<file path="src/rtl/mod_add_pkg.sv">
// Shared definitions for the two-requester modular-add arbiter.
package mod_add_pkg;

    typedef enum logic [1:0] {
        IDLE = 2'd0,
        CALC = 2'd1,
        RESP = 2'd2
    } state_t;

    localparam int NUM_REQ = 2;
    localparam int ID_W    = 1;

endpackage

</file>
<file path="src/rtl/ParallelPrefixModularAdder.sv">
// Combinational (a + b) mod (2^N - k) built from two Kogge-Stone prefix adders.
module ParallelPrefixModularAdder #(
    parameter int N = 8
) (
    input  logic [N-1:0] a,
    input  logic [N-1:0] b,
    input  logic [N-1:0] k,
    output logic [N-1:0] sum
);

    localparam int W = N + 1;

    function automatic logic [W-1:0] ks_add(input logic [W-1:0] x, input logic [W-1:0] y);
        logic [W-1:0] g, p, h, g_n, p_n, s;
        h = x ^ y;
        g = x & y;
        p = h;
        for (int d = 1; d < W; d = d * 2) begin
            g_n = g;
            p_n = p;
            for (int i = d; i < W; i++) begin
                g_n[i] = g[i] | (p[i] & g[i-d]);
                p_n[i] = p[i] & p[i-d];
            end
            g = g_n;
            p = p_n;
        end
        s[0] = h[0];
        for (int i = 1; i < W; i++) begin
            s[i] = h[i] ^ g[i-1];
        end
        return s;
    endfunction

    logic [W-1:0] raw;
    logic [W-1:0] shifted;

    // raw + k reaching 2^N means raw >= M, and its low bits are then raw - M.
    assign raw     = ks_add({1'b0, a}, {1'b0, b});
    assign shifted = ks_add(raw, {1'b0, k});
    assign sum     = shifted[N] ? shifted[N-1:0] : raw[N-1:0];

endmodule

</file>
<file path="src/rtl/mod_add_arbiter.sv">
// Round-robin front end sharing one modular adder between two requesters.
// Optional operand range check: define MODADD_RANGE_CHECK_EN.
module mod_add_arbiter
    import mod_add_pkg::*;
#(
    parameter int N       = 8,
    parameter int K_RESET = 1
) (
    input  logic               clk,
    input  logic               rst,
    input  logic [NUM_REQ-1:0] req_valid,
    output logic [NUM_REQ-1:0] req_ready,
    input  logic [N-1:0]       req_a0,
    input  logic [N-1:0]       req_b0,
    input  logic [N-1:0]       req_a1,
    input  logic [N-1:0]       req_b1,
    output logic               resp_valid,
    input  logic               resp_ready,
    output logic [N-1:0]       resp_data,
    output logic [ID_W-1:0]    resp_id,
    output logic               resp_err,
    input  logic               cfg_we,
    input  logic [N-1:0]       cfg_k,
    output logic               cfg_busy
);

    state_t          state;
    logic [N-1:0]    a_q, b_q, k_q, sum;
    logic [ID_W-1:0] id_q, gnt_id;
    logic            rr_last;
    logic            accept;
    logic            range_err;

    // NOTE: every always_comb output gets a default first so no latch is inferred.
    always_comb begin
        gnt_id    = '0;
        req_ready = '0;
        if (req_valid == 2'b11) begin
            gnt_id = ~rr_last;
        end else begin
            gnt_id = req_valid[1];
        end
        if (state == IDLE && !cfg_we && |req_valid) begin
            req_ready[gnt_id] = 1'b1;
        end
    end

    assign accept   = |(req_valid & req_ready);
    assign cfg_busy = (state != IDLE);

    ParallelPrefixModularAdder #(.N(N)) u_adder (
        .a   (a_q),
        .b   (b_q),
        .k   (k_q),
        .sum (sum)
    );

`ifdef MODADD_RANGE_CHECK_EN
    logic [N:0] m_ext;
    assign m_ext     = {1'b1, {N{1'b0}}} - {1'b0, k_q};
    assign range_err = ({1'b0, a_q} >= m_ext) || ({1'b0, b_q} >= m_ext);
`else
    assign range_err = 1'b0;
`endif

    // NOTE: sequential state uses non-blocking assignments only.
    always_ff @(posedge clk) begin
        if (rst) begin
            state      <= IDLE;
            a_q        <= '0;
            b_q        <= '0;
            k_q        <= N'(K_RESET);
            id_q       <= '0;
            rr_last    <= 1'b1;
            resp_valid <= 1'b0;
            resp_data  <= '0;
            resp_id    <= '0;
            resp_err   <= 1'b0;
        end else begin
            case (state)
                IDLE: begin
                    if (cfg_we) begin
                        k_q <= cfg_k;
                    end else if (accept) begin
                        a_q     <= gnt_id[0] ? req_a1 : req_a0;
                        b_q     <= gnt_id[0] ? req_b1 : req_b0;
                        id_q    <= gnt_id;
                        rr_last <= gnt_id[0];
                        state   <= CALC;
                    end
                end
                CALC: begin
                    resp_data  <= range_err ? '0 : sum;
                    resp_err   <= range_err;
                    resp_id    <= id_q;
                    resp_valid <= 1'b1;
                    state      <= RESP;
                end
                RESP: begin
                    if (resp_ready) begin
                        resp_valid <= 1'b0;
                        state      <= IDLE;
                    end
                end
                default: state <= IDLE;
            endcase
        end
    end

endmodule
</file>
<file path="config.mk">
export PLATFORM = sky130hd
export DESIGN_NAME = mod_add_arbiter
export DESIGN_NICKNAME = d
export VERILOG_FILES = /design/src/rtl/mod_add_pkg.sv /design/src/rtl/ParallelPrefixModularAdder.sv /design/src/rtl/mod_add_arbiter.sv
export SDC_FILE = /design/constraint.sdc
export NUM_CORES = 1
export LEC_CHECK = 0
export CAP_MARGIN = 20
export CORE_UTILIZATION = 51
export DETAILED_ROUTE_END_ITERATION = 7
export PLACE_DENSITY = 0.81
export SETUP_SLACK_MARGIN = 0.05
export SYNTH_ARGS = -nofsm -noshare
export SYNTH_HDL_FRONTEND = slang
export SYNTH_SLANG_ARGS = --single-unit
</file>
<file path="constraint.sdc">
create_clock -name clk -period 7.2 [get_ports clk]
set_clock_uncertainty 0.2 [all_clocks]
set_input_delay 1.44 -clock clk [delete_from_list [all_inputs] [get_ports clk]]
set_output_delay 1.44 -clock clk [all_outputs]
set_load 0.005 [all_outputs]
</file>
# ---- Word-level counts from Yosys, hierarchy flattened
# Index checks and enable logic that the tools add are counted.
dict set report classes {
  n_lt_le_gt_ge 2
  eq_ne 6
  n_mux 13
  bitwise_logic 111
  reduce_logical 13
}
# cell count
set ops {}
lappend ops {{$and 1x1->1} 54}
lappend ops {{$or 1x1->1} 34}
lappend ops {{$mux 8} 3}
lappend ops {{$and 8x8->8} 2}
lappend ops {{$xor 1x1->1} 15}
lappend ops {{$xor 9x8->9} 1}
lappend ops {{$mux 2} 4}
lappend ops {{$xor 8x8->8} 1}
lappend ops {{$ne 2x2->1 const B} 3}
lappend ops {{$pmux 2 s3} 1}
lappend ops {{$reduce_and 3->1} 2}
lappend ops {{$eq 2x2->1 const B} 2}
lappend ops {{$reduce_and 2->1} 2}
lappend ops {{$reduce_bool 2->1} 2}
lappend ops {{$reduce_or 2->1} 2}
lappend ops {{$logic_and 1x1->1} 3}
lappend ops {{$mux 1} 3}
lappend ops {{$and 2x2->2} 1}
lappend ops {{$eq 2x1->1 const B} 1}
lappend ops {{$logic_not 2->1} 1}
lappend ops {{$lt 1x2->1 const B} 1}
lappend ops {{$not 1->1} 2}
lappend ops {{$pmux 1 s2} 1}
lappend ops {{$demux 1 s1} 1}
lappend ops {{other kinds (3)} 3}
dict set report word_totals {
  regBits 38
  inputBits 46
}

# ---- Longest topological paths before layout
# Gate-level depths: netlist of run 1.
dict set report depth {
  depth_word 17
  mapped_depth 15
}

# ---- Modules after synthesis
# A second synthesis of run 1 with hierarchy kept.
dict set report unflattened {
  cells_unflattened 295
  area_unflattened_um2 2593.7
}
# mod n_inst cells_per_inst area_per_inst_um2
set by_module_without_submodules {}
lappend by_module_without_submodules {mod_add_arbiter 1 208 1835.5}
lappend by_module_without_submodules {ParallelPrefixModularAdder 1 87 758.2}

# ---- Least setup slack after synthesis of run 1
# No wires, ideal clock.
dict set report synth_path {
  path_type {in2out}
  startpoint {input port cfg_we}
  endpoint {output port req_ready[1]}
  t_arrival_ns 2.119
  required_time_ns 5.560
  setup_slack_ns 3.441
  path_stages 4
  path_buffers 2
  cell_sequence {nor2_1 > and3_1 > buf_2 > buf_1}
}
dict set report synth_between {
  elab_chain_cells 4
}
# item line
set synth_rtl {}
lappend synth_rtl {{from (decl)} mod_add_arbiter.sv:22} ;# input logic cfg_we,
lappend synth_rtl {{$logic_not 1->1} mod_add_arbiter.sv:43} ;# if (state == IDLE && !cfg_we && |req_valid) begin
lappend synth_rtl {{$logic_and 1x1->1 (2 in a row)} mod_add_arbiter.sv:43}
lappend synth_rtl {{$mux 2} mod_add_arbiter.sv:43}
lappend synth_rtl {{to (decl)} mod_add_arbiter.sv:12} ;# output logic [NUM_REQ-1:0] req_ready,
# No other way between the ends.

# ---- Final worst setup path of run 1
dict set report layout_path {
  startpoint {input port cfg_we}
  endpoint {output port req_ready[0]}
}
# Same word-level chain as after synthesis.

==> flow_metrics.py, run 1 <==
metrics = {
    "run_status": {
        "status": "completed",
    },
    "synthesis": {
        "yosysTopAreaCell": "dfxtp_1",
        "yosysUniqueCellTypes": 43,
        "synth.area.top_cells": "dfxtp_1 36%, ha_1 9.5%, a222oi_1 7.6%",
        "ys_seq_elements": 38,
        "yosys_warnings": 0,
        "syn_inst": 242,
        "async_reset_ff_frac": 0,
        "ys.flop_type": "dfxtp_1",
        "synth_top_cell_area_share": 0.361,
        "syn-num-nets": 306,
        "synth-seq-area-share": 0.361,
        "syn_area_um2": 2110,
        "avgSynthCellArea_um2": 8.72,
        "synth_edf_count": 0,
    },
    "flow_run": {
        "max_cap_viol_count": 0,
    },
    "detailed_routing": {
        "dr.pass1.iters": 4,
        "antenna_left": 0,
        "drt-initial-drc-count": 128,
        "routed_via_density": 5.46,
        "wl_per_cell_um": 12.9,
        "drc_errors": 0,
        "vias": 1893,
        "wirelength_um": 4480,
    },
    "floorplan": {
        "core_um2": 3970,
        "rows": 23,
        "dieArea_um2": 4400,
        "initial_core_util": 0.531,
        "die_y_um": 66.3,
        "die_w_um": 66.3,
        "ios": 60,
    },
    "layout": {
        "fillers": 326,
        "multiInputGateArea_um2": 1240,
        "nets": 360,
        "area_delta_synth_final_pct": 32.4,
        "diodes": 0,
        "drive_gt1_frac": 0.0640,
        "final_common_cell": "clkdlybuf4s50_1",
        "mostFrequentLayoutCells": "58 x clkdlybuf4s50_1, 38 x dfxtp_1, 36 x nor2_1",
        "ff_latch_area_um2": 761,
    },
    "grt": {
        "grt_pass1_vias": 1610,
        "grt_max_degree": 40,
        "antenna_found_initial": 0,
        "grt_remaining_overflow": 0,
        "grt_pass1_wl_um": 7130,
        "track_usage": 0.220,
    },
    "timing": {
        "period_needed_ps": 5060,
        "fin_crit_sh": 0.703,
        "tightest_slew_ps": 1100,
        "hold_violations": 0,
        "rsz0062_at_grt": "false",
        "max_slew_margin": 0.265,
        "finalSetupViolations": 0,
        "clock.fmax_ghz": 0.198,
        "fin_ws_ps": 2140,
        "slew_violations": 0,
        "setup_tns_ps": 0,
    },
    "clock_tree": {
        "post_cts_buffers": 0,
        "cts_resized": 0,
        "htree_levels": 2,
        "clock-sinks": 38,
        "clkTransAtPathRegs_ps": 70,
        "cts_tree": "done",
        "cts.hold.buffers_added": 0,
        "cts_buffers": 5,
        "root_buffer": "clkbuf_8",
        "clock_path_buffers": 2,
        "insertion_delay_ps": 290,
    },
    "worst_hold_path": {
        "hold_class": "flip-flop to flip-flop",
    },
    "worst_setup_path": {
        "critPathKind": "input port to output pin",
        "slowest_stage": "clkdlybuf4s50_1",
        "crit_top_cell": "clkdlybuf4s50_1",
        "start_kind": "input port",
        "worstPathArrival_ps": 3420,
        "path_max_fanout": 18,
        "crit_buf_inv": 2,
        "worstPathRequired_ps": 5560,
        "crit_family": "buffers and inverters",
        "cp_cell_sequence": "clkdlybuf4s50_1, nor2_1, o21ai_1, a21oi_2, clkdlybuf4s50_1",
        "endpoint_kind": "output pin",
        "slowest_delay_ps": 640,
    },
    "place": {
        "routabilityCongestion": 0.902,
        "io_buffers": 58,
        "dpl.hpwl_um": 3360,
        "place_ws_ps": 1670,
    },
    "power_and_ir_drop": {
        "ir_drop_uv": 133,
        "p_per_area_nw_per_um2": 189,
        "cellLeakagePower_nw": 1.18,
    },
}
power by group:
| group | switching (mW) | internal (mW) |
|---|---|---|
| logic | 0.0698 | 0.0746 |
| clock network | 0.0709 | 0.0771 |
| registers | 0.00945 | 0.225 |
| total | 0.150 | 0.377 |
flip-flops by register name, indices dropped and copies added, names as in the netlist:
name / flops
a_q: 8
b_q: 8
id_q: 1
k_q: 8
resp_data: 8
resp_id: 1
resp_valid: 1
rr_last: 1
state: 2
synth_stat cells, drive strengths merged (3+ instances only):
| master | count |
|---|---|
| o21bai | 4 |
| xnor2 | 6 |
| buf | 7 |
| o21ai | 4 |
| xor2 | 5 |
| clkbuf | 7 |
| inv | 9 |
| dfxtp | 38 |
| a222oi | 16 |
| ha | 16 |
| nand2 | 25 |
| nor3 | 5 |
| nor2b | 3 |
| a21oi | 21 |
| mux2i | 4 |
| nor2 | 37 |
| a21o | 3 |
| a211oi | 5 |
final timing paths:
check / start / to / slack, ps / depth (start not counted)
max: cfg_we / req_ready[0] / 2140 / 5
min: resp_id / resp_id / 270 / 2
max reg2reg: a_q[1] / resp_data[4] / 3250 / 15
min reg2reg: resp_id / resp_id / 270 / 2
final cells by class:
class	count	share of cell area
repair buffers	61	0.216
multi-input cells	181	0.444
flip-flops and latches	38	0.272
clock buffers	7	0.0309
inverters	9	0.0121
well taps	50	0.0224
clock inverters	1	0.00179
through the flow:
stage	hold slack [ps]	area, um^2	std cells	total power [mW]	utilization
finish	265	2790	347	0.527	0.703
global route	294	2790	347	0.558	0.703
CTS	260	2780	345	0.528	0.699
detailed placement	251	2690	337	0.382	0.676
global placement	249	2690	337	0.379	0.676
floorplan	232	2110	242	0.329	-
worst reg2reg max path: cells and delay by family (launching register included):
family	cells	cell delay, ps
multiplexers	1	210
buffers and inverters	2	340
XOR/XNOR	2	560
flip-flops	1	330
AO/OA/AOI/OAI	6	1230
adder cells (fa/ha/maj)	2	650
AND/OR/NAND/NOR	2	250
cells by family after synthesis:
| kind of cell | synth area share |
|---|---|
| xor+xnor | 0.0457 |
| other cells | 0.00178 |
| fa+ha+maj | 0.114 |
| buf+inv | 0.0510 |
| mux | 0.0190 |
| simple gates | 0.180 |
| compound gates | 0.228 |
| flops | 0.361 |
metal layers:
metal,wire [um],vias to the layer above,track usage
li1,-,984,-
met1,2060,850,0.265
met5,0,-,0
met3,204,7,0.0690
met4,61,0,0.0745
met2,2160,52,0.369
Note: power is estimated with default switching activity, not from simulation.
==> run 2, diff against run 1 <==
--- a/config.mk
+++ b/config.mk
@@ -6,9 +6,9 @@
 export NUM_CORES = 1
 export LEC_CHECK = 0
 export CAP_MARGIN = 20
-export CORE_UTILIZATION = 51
+export CORE_UTILIZATION = 48
 export DETAILED_ROUTE_END_ITERATION = 7
-export PLACE_DENSITY = 0.81
+export PLACE_DENSITY = 0.76
 export SETUP_SLACK_MARGIN = 0.05
 export SYNTH_ARGS = -nofsm -noshare
 export SYNTH_HDL_FRONTEND = slang
==> constraint.sdc (replaced) <==
create_clock -name clk -period 4.8 [get_ports clk]
set_clock_uncertainty 0.2 [all_clocks]
set_input_delay 0.96 -clock clk [delete_from_list [all_inputs] [get_ports clk]]
set_output_delay 0.96 -clock clk [all_outputs]
set_load 0.005 [all_outputs]
==> flow_metrics.py, run 2 (same netlist as run 1, synthesis figures left out) <==
metrics = {
    "worst_setup_path": {
        "worstReg2RegStart": "a_q[1]",
        "reg2reg_to": "resp_data[0]",
        "crit_end": "resp_data[0]",
        "path_max_fanout": 7,
        "slowest_delay_ps": 360,
        "critPathLaunch": "a_q[1]",
        "endpoint_kind": "flip-flop",
        "critPathKind": "flip-flop to flip-flop",
        "worstPathRequired_ps": 4720,
        "cp_cell_sequence": "ha_1, a211oi_1, nor3b_1, o21a_1, nor2_1, xor2_1, inv_1, ha_1, a21o_1, a21o_1, a221oi_2, xnor2_1, buf_4, mux2i_1, a211oi_1",
        "ff2ff_setup_slack_ps": 900,
        "start_kind": "flip-flop",
        "worstPathArrival_ps": 3830,
        "slowest_stage": "ha_1",
        "reg2reg_depth": 15,
    },
    "floorplan": {
        "ios": 60,
        "die_w_um": 68.3,
        "initial_core_util": 0.513,
        "core_um2": 4120,
        "die_y_um": 68.3,
        "dieArea_um2": 4660,
        "rows": 23,
    },
    "power_and_ir_drop": {
        "p_per_area_nw_per_um2": 280,
        "cellLeakagePower_nw": 1.19,
        "ir_drop_uv": 160,
        "finalPower_mw": 0.786,
    },
    "clock_tree": {
        "clkTransAtPathRegs_ps": 70,
        "cts_tree": "done",
        "htree_levels": 2,
        "insertion_delay_ps": 280,
        "cts_buffers": 5,
        "cts.hold.buffers_added": 0,
        "cts_resized": 0,
        "post_cts_buffers": 0,
        "clock_path_buffers": 2,
        "root_buffer": "clkbuf_8",
        "clock-sinks": 38,
    },
    "layout": {
        "nets": 363,
        "final_common_cell": "clkdlybuf4s50_1",
        "drive_gt1_frac": 0.0705,
        "mostFrequentLayoutCells": "58 x clkdlybuf4s50_1, 38 x dfxtp_1, 36 x nor2_1",
        "area_delta_synth_final_pct": 33.0,
        "diodes": 0,
        "fillers": 368,
        "stdcell_area_um2": 2810,
    },
    "detailed_routing": {
        "dr.pass1.iters": 5,
        "wl_per_cell_um": 14.2,
        "wl_met3_um": 221,
        "routed_via_density": 5.72,
        "top_layer": "met4",
        "dr_wl_met2_um": 2370,
        "wl_met1_um": 2290,
        "wirelength_um": 4950,
        "vias": 1990,
        "drt-initial-drc-count": 91,
        "antenna_left": 0,
        "drc_errors": 0,
    },
    "grt": {
        "antenna_found_initial": 0,
        "grt_pass1_wl_um": 8140,
        "grt_remaining_overflow": 0,
        "track_usage": 0.234,
        "grt_pass1_vias": 1820,
        "grt_max_degree": 27,
    },
    "place": {
        "dpl.hpwl_um": 3720,
        "io_buffers": 58,
        "routabilityCongestion": 0.774,
        "dpl_cell_area_um2": 2710,
        "place_ws_ps": 741,
    },
    "run_status": {
        "status": "completed",
    },
    "timing": {
        "fin_ws_ps": 898,
        "clock.fmax_ghz": 0.256,
        "finalSetupViolations": 0,
        "slew_violations": 0,
        "whs_ps": 261,
        "setup_tns_ps": 0,
        "period_needed_ps": 3900,
        "rsz0062_at_grt": "false",
        "tightest_slew_ps": 967,
        "max_slew_margin": 0.353,
        "hold_violations": 0,
        "fin_crit_sh": 0.813,
    },
    "flow_run": {
        "max_cap_viol_count": 0,
    },
    "worst_hold_path": {
        "hold_class": "flip-flop to flip-flop",
    },
}
## run 2: worst min-delay path by stage
stage / slack, ps / from / cells after the start / to
6_report: 260 / k_q[4] / 2 / k_q[4]
3_3_place_gp: 240 / id_q / 2 / resp_id
4_1_cts: 270 / k_q[4] / 2 / k_q[4]
2_1_floorplan: 230 / id_q / 2 / resp_id
3_5_place_dp: 250 / k_q[4] / 2 / k_q[4]
5_1_grt: 280 / resp_id / 2 / resp_id
## run 2: metrics by stage
step	instances	utilization
floorplan	242	-
finish	348	0.682
global placement	340	0.658
global route	348	0.682
detailed placement	340	0.658
CTS	346	0.678
## run 2: power breakdown
group | switching, mW | total, mW | internal (mW)
logic | 0.106 | 0.219 | 0.113
registers | 0.0146 | 0.353 | 0.338
clock network | 0.103 | 0.214 | 0.111
total | 0.224 | 0.786 | 0.562
## run 2: worst max-delay path, delay by kind of cell, from the launching register on
family	cells	cell delay, ps
buffers and inverters	2	340
and+or+nand+nor	2	230
muxes	1	200
xor gates and xnor gates	2	570
adders and majority gates	2	650
AOI/OAI and AO/OA	6	1210
DFF	1	330
## run 2: per-layer routing
metal	global-route usage	up-vias
li1	-	985
met1	0.293	938
met2	0.397	60
met3	0.0417	7
met4	0.0859	0
met5	0	-
## run 2: final cells by class
type	count	area, um^2	share of cell area
Clock buffer	6	82.6	0.0294
Inverter	9	33.8	0.0120
Multi-Input combinational cell	181	1240	0.442
Sequential cell	38	761	0.271
Tap cell	50	62.6	0.0223
Timing Repair Buffer	64	626	0.223
==> run 3, diff against run 2 <==
==> constraint.sdc (replaced) <==
create_clock -name clk -period 3.9 [get_ports clk]
set_clock_uncertainty 0.2 [all_clocks]
set_input_delay 0.78 -clock clk [delete_from_list [all_inputs] [get_ports clk]]
set_output_delay 0.78 -clock clk [all_outputs]
set_load 0.005 [all_outputs]
==> flow_metrics.py, run 3 (same netlist as run 1, synthesis figures left out) <==
metrics = {
    "grt": {
        "antenna_found_initial": 0,
        "track_usage": 0.233,
        "grt_remaining_overflow": 0,
        "grt_pass1_vias": 1788,
        "grt_pass1_wl_um": 8000,
        "grt_max_degree": 27,
    },
    "place": {
        "dpl.hpwl_um": 3690,
        "routabilityCongestion": 0.792,
        "numPlacedInstances": 342,
        "io_buffers": 58,
        "dpl_cell_area_um2": 2720,
    },
    "layout": {
        "area_delta_synth_final_pct": 33.8,
        "diodes": 0,
        "stdcell_area_um2": 2820,
        "drive_gt1_frac": 0.0800,
        "instances_no_fill": 350,
        "mostFrequentLayoutCells": "58 x clkdlybuf4s50_1, 38 x dfxtp_1, 36 x nor2_1",
        "nets": 363,
        "fillers": 378,
        "final_common_cell": "clkdlybuf4s50_1",
    },
    "detailed_routing": {
        "dr_wl_met2_um": 2350,
        "antenna_left": 0,
        "dr.pass1.iters": 5,
        "vias": 1985,
        "wl_met1_um": 2220,
        "wl_met3_um": 226,
        "wl_per_cell_um": 13.9,
        "wirelength_um": 4860,
        "drt-initial-drc-count": 130,
        "routed_via_density": 5.67,
        "top_layer": "met4",
        "drc_errors": 0,
    },
    "floorplan": {
        "initial_core_util": 0.513,
        "die_w_um": 68.3,
        "rows": 23,
        "ios": 60,
        "die_y_um": 68.3,
        "core_um2": 4120,
        "dieArea_um2": 4660,
    },
    "power_and_ir_drop": {
        "p_comb_frac": 0.277,
        "p_int_mw": 0.700,
        "cellLeakagePower_nw": 1.19,
        "swShare": 0.288,
        "ir_drop_uv": 227,
        "p_per_area_nw_per_um2": 348,
        "p_clk_frac": 0.281,
        "p_seq_frac": 0.442,
        "power_switching_mw": 0.282,
    },
    "clock_tree": {
        "clock_path_buffers": 2,
        "cts_tree": "done",
        "cts.hold.buffers_added": 0,
        "clock-sinks": 38,
        "htree_levels": 2,
        "cts_resized": 0,
        "root_buffer": "clkbuf_8",
        "cts_buffers": 5,
        "clkTransAtPathRegs_ps": 70,
        "insertion_delay_ps": 290,
        "post_cts_buffers": 0,
    },
    "worst_setup_path": {
        "endpoint_kind": "flip-flop",
        "worstPathRequired_ps": 3930,
        "start_kind": "flip-flop",
        "reg2reg_depth": 15,
        "path_max_fanout": 6,
        "critPathKind": "flip-flop to flip-flop",
        "worstPathArrival_ps": 3630,
    },
    "timing": {
        "setup_tns_ps": 0,
        "tightest_slew_ps": 986,
        "whs_ps": 256,
        "slew_violations": 0,
        "clock.fmax_ghz": 0.277,
        "rsz0062_at_grt": "false",
        "finalSetupViolations": 0,
        "hold_violations": 0,
        "fin_crit_sh": 0.925,
        "max_slew_margin": 0.342,
        "period_needed_ps": 3610,
    },
    "worst_hold_path": {
        "hold_class": "flip-flop to flip-flop",
        "hold_depth": 2,
    },
    "flow_run": {
        "max_cap_viol_count": 0,
    },
    "run_status": {
        "status": "completed",
    },
}
run 3: layout make-up:
cell class                      count  area (um^2)  area share
Timing Repair Buffer               64          626       0.222
Clock buffer                        7         86.3      0.0306
Sequential cell                    38          761       0.270
Tap cell                           50         62.6      0.0222
Clock inverter                      1         5.00     0.00177
Multi-Input combinational cell    181         1250       0.442
Inverter                            9         33.8      0.0120
run 3: through the flow:
stage | total power, mW | setup WS [ps] | utilization
global placement | 0.706 | 363 | 0.662
finish | 0.982 | 294 | 0.686
floorplan | 0.608 | 546 | -
detailed placement | 0.713 | 276 | 0.662
CTS | 0.988 | 217 | 0.684
global route | 1.04 | 82.1 | 0.686
run 3: power groups by stage:
stage	sequential (mW)	combinational [mW]	clock [mW]
final	0.434	0.272	0.276
after global routing	0.438	0.306	0.296
after CTS	0.435	0.272	0.282
after detailed placement	0.443	0.269	0
after global placement	0.442	0.264	0
after floorplan	0.438	0.170	0
run 3: metal layers:
metal  global-route usage  vias up
li1                     -      995
met1                0.291      930
met2                0.388       53
met3               0.0550        7
met4               0.0781        0
met5                    0        -
run 3: worst paths after layout:
check        slack, ps  startpoint           end
max reg2reg        290      a_q[1]  resp_data[6]
min reg2reg        260        id_q       resp_id
max                290      a_q[1]  resp_data[6]
min                260        id_q       resp_id
run 3: worst max-delay path, cell delays in order (launching register included):
cell      delay, ps
dfxtp_1         330
ha_1            300
a211oi_2        220
nor3b_1         110
o21a_1          180
nor2_1          120
xor2_1          220
inv_1            60
ha_1            350
a21o_1          200
a21o_1          180
a221oi_2        290
xnor2_1         130
buf_4           170
a311o_1         370
a21oi_2         110
